--- src/rtl/key_entry_ctrl.sv ---
// Purpose: builds a keypad code from 2-bit digits, checks it, and enforces the inter-digit timeout and lockout.
// Latency: digit captured 2 CLK edges after the first edge that samples KB_RECV high; the result is registered at that same edge.
// Backpressure: none; digits during lockout are dropped and KEY_VALID is a single-cycle pulse with no handshake.
module key_entry_ctrl #(
  parameter int                    CODE_LEN       = 4,
  parameter logic [2*CODE_LEN-1:0] CODE           = 8'b00_01_10_11,
  parameter int                    DIGIT_TIMEOUT  = 5000,
  parameter int                    MAX_FAILS      = 3,
  parameter int                    LOCKOUT_CYCLES = 30000
) (
  input  logic       CLK,
  input  logic       RST_n,
  input  logic [1:0] KB_IN,
  input  logic       KB_RECV,
  input  logic       DISARM_SEL,
  output logic [1:0] KEY_STATUS,
  output logic       KEY_VALID,
  output logic       ENTRY_ACTIVE,
  output logic       LOCKED
);

  localparam int CW   = $clog2(CODE_LEN + 1);
  localparam int FW   = $clog2(MAX_FAILS + 1);
  localparam int TW_D = $clog2(DIGIT_TIMEOUT + 1);
  localparam int TW_L = $clog2(LOCKOUT_CYCLES + 1);
  localparam int TW   = (TW_D > TW_L) ? TW_D : TW_L;

  localparam logic [CW-1:0] LAST_IDX = CW'(CODE_LEN - 1);
  localparam logic [FW-1:0] FAIL_MAX = FW'(MAX_FAILS);
  localparam logic [TW-1:0] TO_LAST  = TW'(DIGIT_TIMEOUT - 1);
  localparam logic [TW-1:0] LO_LAST  = TW'(LOCKOUT_CYCLES - 1);

  localparam logic [1:0] KEY_OK    = 2'd0;
  localparam logic [1:0] KEY_OKNEG = 2'd1;
  localparam logic [1:0] KEY_ERROR = 2'd2;
  localparam logic [1:0] NO_KEY    = 2'd3;

  typedef enum logic [1:0] {
    ST_IDLE    = 2'd0,
    ST_ENTRY   = 2'd1,
    ST_LOCKOUT = 2'd2
  } state_t;

  state_t state, state_nxt;

  logic          kb_sync1, kb_sync2, kb_prev;
  logic          digit_evt;
  logic [CW-1:0] cnt, cnt_nxt;
  logic          mism, mism_nxt;
  logic [FW-1:0] fail, fail_nxt;
  logic [TW-1:0] tmr, tmr_nxt;
  logic          vld_nxt;
  logic [1:0]    sts_nxt;

  logic [2*CODE_LEN-1:0] code_sh;
  logic [1:0]            exp_digit;
  logic                  accept, complete, mism_acc, lock_hit, to_exp, lo_exp;
  logic [FW-1:0]         fail_inc;

  // The digit expected at the current position sits in the top two bits once CODE is shifted by 2*cnt.
  assign code_sh   = CODE << {cnt, 1'b0};
  assign exp_digit = code_sh[2*CODE_LEN-1 -: 2];

  assign digit_evt = kb_sync2 & ~kb_prev;
  assign accept    = digit_evt && (state != ST_LOCKOUT);
  assign mism_acc  = mism | (KB_IN != exp_digit);
  assign complete  = accept && (cnt == LAST_IDX);
  assign fail_inc  = (fail == FAIL_MAX) ? fail : fail + FW'(1);
  assign lock_hit  = complete && mism_acc && (fail_inc == FAIL_MAX);
  // A digit arriving on the expiry cycle wins over the timeout.
  assign to_exp    = (state == ST_ENTRY) && (tmr == TO_LAST) && !digit_evt;
  assign lo_exp    = (state == ST_LOCKOUT) && (tmr == LO_LAST);

  // Synchronise the asynchronous strobe and keep its previous value for rising-edge detection.
  always_ff @(posedge CLK or negedge RST_n) begin
    if (!RST_n) begin
      kb_sync1 <= 1'b0;
      kb_sync2 <= 1'b0;
      kb_prev  <= 1'b0;
    end else begin
      kb_sync1 <= KB_RECV;
      kb_sync2 <= kb_sync1;
      kb_prev  <= kb_sync2;
    end
  end

  // State register.
  always_ff @(posedge CLK or negedge RST_n) begin
    if (!RST_n) state <= ST_IDLE;
    else        state <= state_nxt;
  end

  // Next-state decision: collect digits, finish or lock out, time out, and release the lockout.
  always_comb begin
    state_nxt = state;
    case (state)
      ST_IDLE, ST_ENTRY: begin
        if (accept) begin
          if (complete) state_nxt = lock_hit ? ST_LOCKOUT : ST_IDLE;
          else          state_nxt = ST_ENTRY;
        end else if (to_exp) begin
          state_nxt = ST_IDLE;
        end
      end
      ST_LOCKOUT: if (lo_exp) state_nxt = ST_IDLE;
      default:    state_nxt = ST_IDLE;
    endcase
  end

  // Datapath and result next values; the result registers load NO_KEY whenever nothing completes.
  always_comb begin
    cnt_nxt  = cnt;
    mism_nxt = mism;
    fail_nxt = fail;
    tmr_nxt  = tmr;
    vld_nxt  = 1'b0;
    sts_nxt  = NO_KEY;
    case (state)
      ST_IDLE, ST_ENTRY: begin
        if (accept) begin
          tmr_nxt = '0;
          if (complete) begin
            cnt_nxt  = '0;
            mism_nxt = 1'b0;
            vld_nxt  = 1'b1;
            if (mism_acc) begin
              sts_nxt  = KEY_ERROR;
              fail_nxt = fail_inc;
            end else begin
              sts_nxt  = DISARM_SEL ? KEY_OKNEG : KEY_OK;
              fail_nxt = '0;
            end
          end else begin
            cnt_nxt  = cnt + CW'(1);
            mism_nxt = mism_acc;
          end
        end else if (state == ST_ENTRY) begin
          if (to_exp) begin
            cnt_nxt  = '0;
            mism_nxt = 1'b0;
            tmr_nxt  = '0;
          end else begin
            tmr_nxt = tmr + TW'(1);
          end
        end
      end
      ST_LOCKOUT: begin
        if (lo_exp) begin
          tmr_nxt  = '0;
          fail_nxt = '0;
        end else begin
          tmr_nxt = tmr + TW'(1);
        end
      end
      default: begin
        cnt_nxt  = '0;
        mism_nxt = 1'b0;
        tmr_nxt  = '0;
      end
    endcase
  end

  // Datapath and registered result outputs.
  always_ff @(posedge CLK or negedge RST_n) begin
    if (!RST_n) begin
      cnt        <= '0;
      mism       <= 1'b0;
      fail       <= '0;
      tmr        <= '0;
      KEY_VALID  <= 1'b0;
      KEY_STATUS <= NO_KEY;
    end else begin
      cnt        <= cnt_nxt;
      mism       <= mism_nxt;
      fail       <= fail_nxt;
      tmr        <= tmr_nxt;
      KEY_VALID  <= vld_nxt;
      KEY_STATUS <= sts_nxt;
    end
  end

  assign ENTRY_ACTIVE = (state == ST_ENTRY);
  assign LOCKED       = (state == ST_LOCKOUT);

endmodule

--- config.mk ---
export PLATFORM = sky130hd
export DESIGN_NAME = key_entry_ctrl
export DESIGN_NICKNAME = d
export VERILOG_FILES = /design/src/rtl/key_entry_ctrl.sv
export SDC_FILE = /design/constraint.sdc
export NUM_CORES = 1
export LEC_CHECK = 0
export ABC_CLOCK_PERIOD_IN_PS = 2250
export CELL_PAD_IN_SITES_DETAIL_PLACEMENT = 1
export CELL_PAD_IN_SITES_GLOBAL_PLACEMENT = 2
export CORE_ASPECT_RATIO = 1.4
export CORE_MARGIN = 2
export CORE_UTILIZATION = 37
export CTS_CLUSTER_DIAMETER = 100
export DETAILED_ROUTE_END_ITERATION = 10
export PLACE_DENSITY = 0.9
export RECOVER_POWER = 25
export SLEW_MARGIN = 20
export SYNTH_ARGS = -nofsm -noshare
export SYNTH_HDL_FRONTEND = slang
export SYNTH_SLANG_ARGS = --single-unit
--- constraint.sdc ---
create_clock -name CLK -period 2.25 [get_ports CLK]
set_clock_uncertainty 0.05 [all_clocks]
set_input_delay 0.3375 -clock CLK [delete_from_list [all_inputs] [get_ports CLK]]
set_output_delay 0.3375 -clock CLK [all_outputs]
set_load 0.01 [all_outputs]
# After elaboration in Yosys (flattened, before gate mapping)
# Index checks and enable logic that the tools add are counted.
# Widths: inputs -> output; s select.
# totals
ff_bits	29
in_bits	6
out_inout_bits	5
wordCells	80
# classes
addsub	3
eq_ne	14
n_shift	1
muxes	34
n_bitwise	4
n_reduce_logical	14
# ops
op	count
$mux 15	4
$pmux 15 s2	1
$mux 2	13
$add 15x1->15 const B	1
$eq 15x13->1 const B	1
$eq 15x15->1 const B	1
$mux 3	4
$mux 1	8
$pmux 2 s2	2
$shl 5x4->8 const A	1
$logic_and 1x1->1	7
$eq 2x2->1 const B	3
$ne 2x2->1 const B	3
$ne 3x3->1 const B	2
$pmux 3 s2	1
$reduce_and 4->1	1
$add 3x1->3 const B	1
$eq 3x2->1 const B	1
$reduce_and 3->1	1
$add 2x1->2 const B	1
$eq 2x1->1 const B	1
$logic_not 2->1	1
$ne 2x1->1 const B	1
$ne 2x2->1	1
other kinds (8)	9

# Longest topological paths before layout
# Gate-level depths: netlist of run 1.
# logic_depth
ltp_word	10
depth_mapped	6
mapped_depth_nobuf	5

# Worst setup path before layout of run 1
# No wires, ideal clock.
# synth_path
kind	register to register
start	register tmr[5]
end	register tmr[10]
setup_ns	0.130
t_arrival_ns	1.830
required_time_ns	2.070
setup_slack_ns	0.240
path_stages_with_launch	6
path_buffers	1
synth_period_minus_slack_ns	2.010
cell_sequence	dfrtp_1 or4b_1 or4_4 a22oi_4 buf_6 a21oi_1
# synth_between
elab_chain_len	7
word_cells_on_any_way	11
cone_classes	add/sub (1); eq/ne (2); mux (5); reduce/logical (3)
# synth_lines
element	line_no	rtl
start, declared	51	logic [TW-1:0] tmr, tmr_nxt;
start signal, assigned	176	tmr <= tmr_nxt;
branches (longest 6 deep; another with $add 15x1->15)	--	
$pmux 15 s2 (*)	118	case (state)
# Every way passes the cells marked *. The select of a mux whose other input is x is not followed.
# A chain may end at the register's enable or synchronous reset.

# Final worst setup path of run 1
# layout_path
start	register tmr[4]
end	register tmr[13]
# Same word-level chain as after synthesis.

==> flow_metrics.tcl, run 1 <==
set metrics [dict create \
    synth_cells 153 \
    holdPathStages 0 \
    p_per_area_mw_per_mm2 526 \
    final_max_slew_viol_count 0 \
    via_per_inst 6.00 \
    clock.fmax_mhz 475 \
    nets 186 \
    n_antenna_cell 0 \
    cts_setup_buffers 0 \
    ctsHoldBuffers 0 \
    cap_viol_max_count 0 \
    numCtsBuffers 5 \
    rr_worst_depth 5 \
    path_cells "or3_1 > or4_4 > a22oi_4 > buf_4 > a21oi_1" \
    die_y_um 80.0 \
    syn_area_mm2 0.00153 \
    rsz0062_at_grt "no" \
    cts_root_buf "clkbuf_8" \
    fin_crit_sh 0.936 \
    drt_wl_total_mm 4.07 \
    syn_area_per_cell_um2 9.97 \
    overflow 0 \
    vias 1331 \
    cp_max_fo 7 \
    critical_path.top_delay_family "simple AND/OR/NAND/NOR gates" \
    synth_commonest_cells "dfrtp_1 (27), nor2_1 (11), o21ai_0 (10)" \
    slew_headroom 0.510 \
    seqPwrFrac 0.547 \
    reg2reg_slack_ns 0.14 \
    clkTransAtPathRegs_ns 0.06 \
    yosysMostFrequentCell "dfrtp_1" \
    rows 27 \
    cts-resized-gates 0 \
    final_cell_count_no_fill 222 \
    core-area_mm2 0.00395 \
    ys_async_sr_fraction 1.00 \
    syn_to_final_growth_pct 19.8 \
    dieArea_mm2 0.00466 \
    switching_share 0.220 \
    fp.dieW_um 58.3 \
    wl_per_cell_um 18.4 \
    netlist.top_cell.by_area "dfrtp_1" \
    p_int_uw 750 \
    synthDistinctLibCells 45 \
    required_ns 2.36 \
    min_from "kb_sync1$_DFF_PN0_" \
    htreeDepth 2 \
    finalSetupTns_ns 0 \
    firstDrtPassIters 4 \
    status "completed" \
    drcViolationCount 0 \
    slowest_stage "or4_4" \
    p_leak_uw 0.000738 \
    clk_path_buf_depth 2 \
    timing.hold.ws_ns 0.300 \
    switchingPower_uw 211 \
    placedCellCount 214 \
    io_buffers 10 \
    critPathKind "reg -> reg" \
    synth-edff-count 0 \
    yosys.area.top_type_share 0.443 \
    syn_nets 161 \
    arrival_ns 2.21 \
    worstHoldEndpoint "kb_sync2$_DFF_PN0_" \
    gp_congestion 0.884 \
    gr-usage-all-layers 0.203 \
    drive_above_1_share 0.151 \
    cts_sinks 29 \
    post-dp-hpwl_mm 3.14 \
    synth.area.top_cells "dfrtp_1 (44%), dfstp_2 (3.4%), o21ai_0 (3.3%), a21oi_1 (3.0%), nand3_1 (3.0%)" \
    clkPwrFrac 0.422 \
    hold_violations 0 \
    p_total_uw 962 \
    synth_seq_cells 29 \
    initial_core_util 0.386 \
    clkLatencyLatePin_ns 0.28 \
    grt_pass1_wl_mm 7.08 \
    ys.warnings.count 0 \
    ys.flop_type "dfrtp_1" \
    start_kind "flip-flop" \
    fin_util 0.462 \
    antenna_found_initial 0 \
    first_iter_violations 33 \
    regToRegStartpoint "tmr[4]$_DFFE_PN0P_" \
    cp_slowest_stage_delay_ns 0.58 \
    yosysSeqAreaShare 0.477 \
    holdCritPathClass "reg -> reg" \
    worst_pin_slew_ns 0.735 \
    vdd_drop_max_mv 0.344 \
    ioPinCount 11 \
    cp.depth 5 \
    finalSetupViolCount 0 \
    critPathBufInv 1 \
    grt_max_degree 30 \
    power_frac_comb 0.031 \
    drt.antenna.violating_nets 0 \
    rr_endpoint "tmr[13]$_DFFE_PN0P_" \
    grt_pass1_vias 1437 \
    cts_tree "done" \
    fin_crit_ns 2.11 \
    endpoint_kind "flip-flop" \
]
power groups by stage:
stage          Sequential, uW  Combinational, uW  Clock, uW
2_1_floorplan             535               6.15          0
3_5_place_dp              535               32.1          0
3_3_place_gp              535               31.6          0
6_report                  526               30.2        405
5_1_grt                   526               34.1        446
4_1_cts                   526               32.4        416
per-stage QoR:
| stage | worst slack (ns) | area [um^2] |
|---|---|---|
| 3_5_place_dp | 0.168 | 1750 |
| 4_1_cts | 0.142 | 1830 |
| 6_report | 0.144 | 1830 |
| 5_1_grt | 0.0609 | 1830 |
| 2_1_floorplan | 0.240 | 1530 |
| 3_3_place_gp | 0.198 | 1750 |
how the worst max path moves through the flow:
stage / startpoint / end / slack, ns
finish: tmr[4]$_DFFE_PN0P_ / tmr[13]$_DFFE_PN0P_ / 0.14
global route: tmr[0]$_DFFE_PN0P_ / tmr[10]$_DFFE_PN0P_ / 0.06
CTS: tmr[4]$_DFFE_PN0P_ / tmr[13]$_DFFE_PN0P_ / 0.14
detailed placement: tmr[4]$_DFFE_PN0P_ / tmr[13]$_DFFE_PN0P_ / 0.17
global placement: tmr[5]$_DFFE_PN0P_ / tmr[12]$_DFFE_PN0P_ / 0.20
floorplan: tmr[5]$_DFFE_PN0P_ / tmr[10]$_DFFE_PN0P_ / 0.24
cell families (layout without fill, tap and decap cells):
kind of cell	Yosys count	in the layout	share of synthesized area
AOI/OAI and AO/OA	40	40	0.182
xor gates and xnor gates	7	7	0.0402
adders and majority gates	2	2	0.0164
buffers and inverters	10	36	0.0295
DFF	29	29	0.477
and+or+nand+nor	65	65	0.254
cell usage in the layout, fill, tap and decap left out, drive strengths merged, types with 7 or more instances in the layout:
| cell | count |
|---|---|
| nand3 | 9 |
| clkbuf | 7 |
| nand2 | 8 |
| o21ai | 10 |
| nor2 | 11 |
| dfrtp | 27 |
| buf | 11 |
| a21oi | 9 |
| clkdlybuf4s50 | 8 |
registers in the layout (all words and copies together), names as in the netlist:
signal and count:
mism 1, KEY_VALID 1, kb_sync1 1, kb_sync2 1, KEY_STATUS 2, cnt 3, tmr 15, fail 2
kb_prev 1, state 2
metal layers:
layer | share of wire | track usage
met5 | 0 | 0
met2 | 0.54 | 0.367
met4 | 0.026 | 0.0744
met3 | 0.027 | 0.0405
met1 | 0.40 | 0.227
cell type report:
class	count	area, um^2
tap	43	53.8
fill	457	2130
clock inverter	2	10.0
sequential	29	728
multi-input combinational	114	752
clock buffer	6	72.6
timing repair buffer	22	188
inverter	6	22.5
No activity file was read; power rests on OpenSTA's default activity.
==> run 2: changes to the inputs <==
CORE_MARGIN = 3   (was 2)
==> run 2 against run 1 <==
  * Utilization hardly changed
  * The run now ends with capacitance limit, slew limit left
  * Largest power group unchanged
  * Clock-buffer cell count rose by 2
  * Sequential share of layout area hardly changed
  * Worst hold slack lost 0.0030 ns
  * Register-to-register slack worse by 0.02 ns
  * Cell count fell by 0.45%
  * Power up 3.0%
  * Clock power up 7.4%
  * Flip-flop and latch count stayed put
  * Design area about the same
==> flow_metrics.tcl, run 2 (same netlist as run 1, synthesis figures left out) <==
set metrics [dict create \
    status "finished, violations left" \
    violations "capacitance limit, slew limit" \
    fillers 471 \
    rows 27 \
    largest_reg_flops 15 \
    clkLatencyLatePin_ns 0.27 \
    endpoint_kind "flip-flop" \
    htreeDepth 2 \
    gr-usage-all-layers 0.182 \
    largestRegisters "tmr: 15 flops, cnt: 3 flops" \
    fin_crit_sh 0.946 \
    cts_root_buf "clkbuf_8" \
    drive_above_1_share 0.135 \
    drcViolationCount 0 \
    dieArea_mm2 0.00494 \
    cts_setup_buffers 0 \
    rr_worst_depth 5 \
    p_leak_uw 0.000731 \
    final_common_cell "dfrtp_1" \
    regToRegStartpoint "tmr[10]$_DFFE_PN0P_" \
    initial_core_util 0.386 \
    slowest_stage "or4b_1" \
    via_per_inst 5.75 \
    clock.fmax_mhz 470 \
    clkTransAtPathRegs_ns 0.06 \
    fin_crit_ns 2.13 \
    wl_per_cell_um 17.7 \
    finalSetupViolCount 0 \
    nets 185 \
    first_iter_violations 42 \
    cts-resized-gates 0 \
    overflow 0 \
    worstHoldEndpoint "kb_sync2$_DFF_PN0_" \
    reg2reg_slack_ns 0.12 \
    ioPinCount 11 \
    required_ns 2.35 \
    cap_viol_max_count 1 \
    rsz0062_at_grt "no" \
    firstDrtPassIters 4 \
    vdd_drop_max_mv 0.379 \
    min_from "kb_sync1$_DFF_PN0_" \
    hold_violations 0 \
    post-dp-hpwl_mm 3.03 \
    p_per_area_mw_per_mm2 543 \
    grt_max_degree 30 \
    worst_pin_slew_ns 1.57 \
    ctsHoldBuffers 0 \
    path_cells "or4b_1 > or4_4 > a22oi_4 > buf_4 > a21oi_1" \
    grt_pass1_vias 1385 \
    gp_congestion 0.927 \
    critPathBufInv 1 \
    n_antenna_cell 0 \
    fp.dieW_um 60.3 \
    drt_wl_total_mm 3.90 \
    cts_tree "done" \
    numCtsBuffers 5 \
    holdCritPathClass "reg -> reg" \
    clk_path_buf_depth 2 \
    mostFrequentLayoutCells "dfrtp_1 (27), nor2_1 (11), o21ai_0 (10), buf_4 (10)" \
    cp_slowest_stage_delay_ns 0.56 \
    drt.antenna.violating_nets 0 \
    critPathKind "reg -> reg" \
    arrival_ns 2.22 \
    final_max_slew_viol_count 30 \
    core-area_mm2 0.00395 \
    die_y_um 82.0 \
    holdPathStages 0 \
    finalSetupTns_ns 0 \
    start_kind "flip-flop" \
    grt_pass1_wl_mm 6.60 \
    rr_endpoint "tmr[12]$_DFFE_PN0P_" \
    syn_to_final_growth_pct 19.7 \
    vias 1271 \
    fin_util 0.462 \
    antenna_found_initial 0 \
    io_buffers 10 \
    critical_path.top_delay_family "simple AND/OR/NAND/NOR gates" \
    top_register "tmr" \
    cts_sinks 29 \
    cp_max_fo 7 \
    slew_headroom -0.0461 \
]
[run 2: changes by cell type in the layout (fill, tap and decap cells not counted)]
cell and delta:
clkbuf_1 +2, clkinv_2 -2, buf_4 -1, clkbuf_2 -1, clkbuf_8 +1, clkdlybuf4s50_1 +1, dlygate4sd3_1 -1
[run 2: worst max path at each step]
stage,startpoint,endpoint,slack [ns],cells past startpoint
final,tmr[10]$_DFFE_PN0P_,tmr[12]$_DFFE_PN0P_,0.12,5
after global routing,tmr[0]$_DFFE_PN0P_,tmr[14]$_DFFE_PN0P_,0.05,6
after CTS,tmr[10]$_DFFE_PN0P_,tmr[10]$_DFFE_PN0P_,0.10,5
after detailed placement,tmr[10]$_DFFE_PN0P_,tmr[10]$_DFFE_PN0P_,0.11,5
after global placement,tmr[10]$_DFFE_PN0P_,tmr[12]$_DFFE_PN0P_,0.19,5
after floorplan,tmr[5]$_DFFE_PN0P_,tmr[10]$_DFFE_PN0P_,0.24,5
[run 2: worst register-to-register path: stages, from the launching register on]
cell	delay, ns
dfrtp_1	0.41
or4b_1	0.56
or4_4	0.54
a22oi_4	0.21
buf_4	0.19
a21oi_1	0.05
[run 2: layout make-up]
class                   count  area [um^2]  share of cell area
multi-input cells         114          752               0.412
clock buffers               8         90.1              0.0493
inverters                   6         22.5              0.0123
well taps                  43         53.8              0.0295
flip-flops and latches     29          728               0.399
repair buffers             21          179              0.0980
[run 2: report_power, final]
group          internal (uW)  total, uW  switching (uW)
clock network            249        435             186
registers                525        526            1.49
logic                   12.4       30.0            17.6
total                    786        991             205
[run 2: stage by stage]
step           total power (uW)  setup WS, ns  hold WS (ns)  area, um^2  std cells
3_3_place_gp                567         0.185         0.283        1740        213
5_1_grt                    1030        0.0508         0.309        1830        221
2_1_floorplan               541         0.240      -0.00809        1530        153
3_5_place_dp                567         0.115         0.286        1740        213
4_1_cts                    1010         0.102         0.299        1830        221
6_report                    991         0.122         0.297        1830        221
[run 2: layer usage]
| layer | vias up | global-route usage | wire length, um |
|---|---|---|---|
| li1 | 620 | - | - |
| met1 | 633 | 0.198 | 1600 |
| met2 | 14 | 0.323 | 2160 |
| met3 | 4 | 0.0487 | 109 |
| met4 | 0 | 0.0798 | 36 |
| met5 | - | 0 | 0 |
==> run 3: changes to the inputs <==
CORE_UTILIZATION = 35   (was 37)
PLACE_DENSITY = 0.86   (was 0.9)
==> run 3 against run 2 <==
  * Clock power about the same
  * Critical path depth unchanged
  * Largest cell class unchanged
  * Utilization barely moved
  * Via count up 5.1%
  * The flow now finishes without violations
  * First-iteration DRC count increased by 12%
  * Sequential share of layout area shrank 0.99 points
  * Wire length decreased by 0.26%
  * Combinational power is 5% lower
  * Clock-buffer cell count stayed put
==> flow_metrics.tcl, run 3 (same netlist as run 1, synthesis figures left out) <==
set metrics [dict create \
    final_max_slew_viol_count 0 \
    rows 27 \
    p_per_area_mw_per_mm2 529 \
    drt_wl_total_mm 3.89 \
    placedCellCount 218 \
    fin_ws_ns 0.107 \
    antenna_found_initial 0 \
    gr-usage-all-layers 0.177 \
    top_register "tmr" \
    gp_congestion 0.775 \
    grt_pass1_wl_mm 6.90 \
    finalSetupTns_ns 0 \
    required_ns 2.36 \
    drt.antenna.violating_nets 0 \
    finalSetupViolCount 0 \
    path_cells "or3_1 > or4_4 > a22oi_4 > buf_4 > a21oi_1" \
    cts_setup_buffers 0 \
    reg2reg_slack_ns 0.11 \
    holdPathStages 0 \
    post-dp-hpwl_mm 2.93 \
    fin_util 0.462 \
    slowest_stage "or4_4" \
    fin_crit_sh 0.952 \
    firstDrtPassIters 4 \
    rr_worst_depth 5 \
    grt_pass1_vias 1482 \
    final_common_cell "dfrtp_1" \
    wl_per_cell_um 17.2 \
    drcViolationCount 0 \
    grt_max_degree 30 \
    io_buffers 10 \
    drive_above_1_share 0.168 \
    cts-resized-gates 0 \
    first_iter_violations 47 \
    critPathBufInv 1 \
    rsz0062_at_grt "no" \
    vias 1336 \
    holdCritPathClass "reg -> reg" \
    cts_tree "done" \
    n_antenna_cell 0 \
    critical_path.top_delay_family "simple AND/OR/NAND/NOR gates" \
    ctsHoldBuffers 0 \
    overflow 0 \
    arrival_ns 2.26 \
    cap_viol_max_count 0 \
    cts_root_buf "clkbuf_8" \
    clkTransAtPathRegs_ns 0.06 \
    endpoint_kind "flip-flop" \
    rr_endpoint "tmr[11]$_DFFE_PN0P_" \
    hold_violations 0 \
    status "completed" \
    dieArea_mm2 0.00520 \
    worst_pin_slew_ns 0.725 \
    worstHoldEndpoint "kb_sync2$_DFF_PN0_" \
    p_leak_uw 0.000767 \
    slew_headroom 0.517 \
    largest_reg_flops 15 \
    place_ws_ns 0.0686 \
    cts_sinks 29 \
    nets 191 \
    initial_core_util 0.376 \
    largestRegisters "tmr: 15 flops, cnt: 3 flops" \
    fin_crit_ns 2.14 \
    mostFrequentLayoutCells "dfrtp_1 (27), buf_4 (16), nor2_1 (11), o21ai_0 (10)" \
    final_cell_count_no_fill 227 \
    via_per_inst 5.89 \
    ioPinCount 11 \
    vdd_drop_max_mv 0.342 \
    crit_start "tmr[4]$_DFFE_PN0P_" \
    critPathKind "reg -> reg" \
    p_total_uw 991 \
    cp_slowest_stage_delay_ns 0.58 \
    core-area_mm2 0.00405 \
    syn_to_final_growth_pct 22.7 \
    die_y_um 84.1 \
    clk_path_buf_depth 2 \
    numCtsBuffers 5 \
    regToRegStartpoint "tmr[4]$_DFFE_PN0P_" \
    clkLatencyLatePin_ns 0.28 \
    htreeDepth 2 \
    min_from "kb_sync1$_DFF_PN0_" \
    fp.dieW_um 61.8 \
    start_kind "flip-flop" \
    cp_max_fo 8 \
    clock.fmax_mhz 467 \
]
run 3: layer usage:
layer	wire length [um]	global-route usage	part of all wire	vias up
li1	-	-	-	635
met1	1600	0.198	0.41	675
met2	2090	0.299	0.54	18
met3	121	0.0480	0.031	8
met4	82	0.0792	0.021	0
met5	0	0	0	-
run 3: area by class of cell:
type,count,area [um^2]
Multi-Input combinational cell,114,752
Fill cell,471,2180
Clock buffer,8,90.1
Sequential cell,29,728
Tap cell,43,53.8
Timing Repair Buffer,27,225
Inverter,6,22.5
run 3: how the worst max path moves through the flow:
stage / depth (start not counted) / end / slack [ns]
2_1_floorplan: 5 / tmr[10]$_DFFE_PN0P_ / 0.24
3_3_place_gp: 5 / tmr[10]$_DFFE_PN0P_ / 0.13
4_1_cts: 5 / tmr[10]$_DFFE_PN0P_ / 0.06
5_1_grt: 6 / tmr[10]$_DFFE_PN0P_ / 0.001
6_report: 5 / tmr[11]$_DFFE_PN0P_ / 0.11
3_5_place_dp: 6 / tmr[11]$_DFFE_PN0P_ / 0.07
run 3: stage by stage:
step,instance area [um^2],hold slack [ns]
after detailed placement,1780,0.288
after global placement,1780,0.282
after global routing,1870,0.319
after CTS,1870,0.306
after floorplan,1530,-0.00809
final,1870,0.303
run 3: where the power goes:
part | total (uW) | leakage (uW) | switching [uW] | internal (uW)
registers | 527 | 0.000361 | 2.06 | 525
logic | 28.5 | 0.000360 | 17.4 | 11.2
clock network | 435 | 0.0000455 | 187 | 249
run 3: worst reg2reg max path, stage by stage, from the launching register on:
cell and delay, ns:
dfrtp_1 0.42, or3_1 0.43, or4_4 0.58, a22oi_4 0.32, buf_4 0.19, a21oi_1 0.04
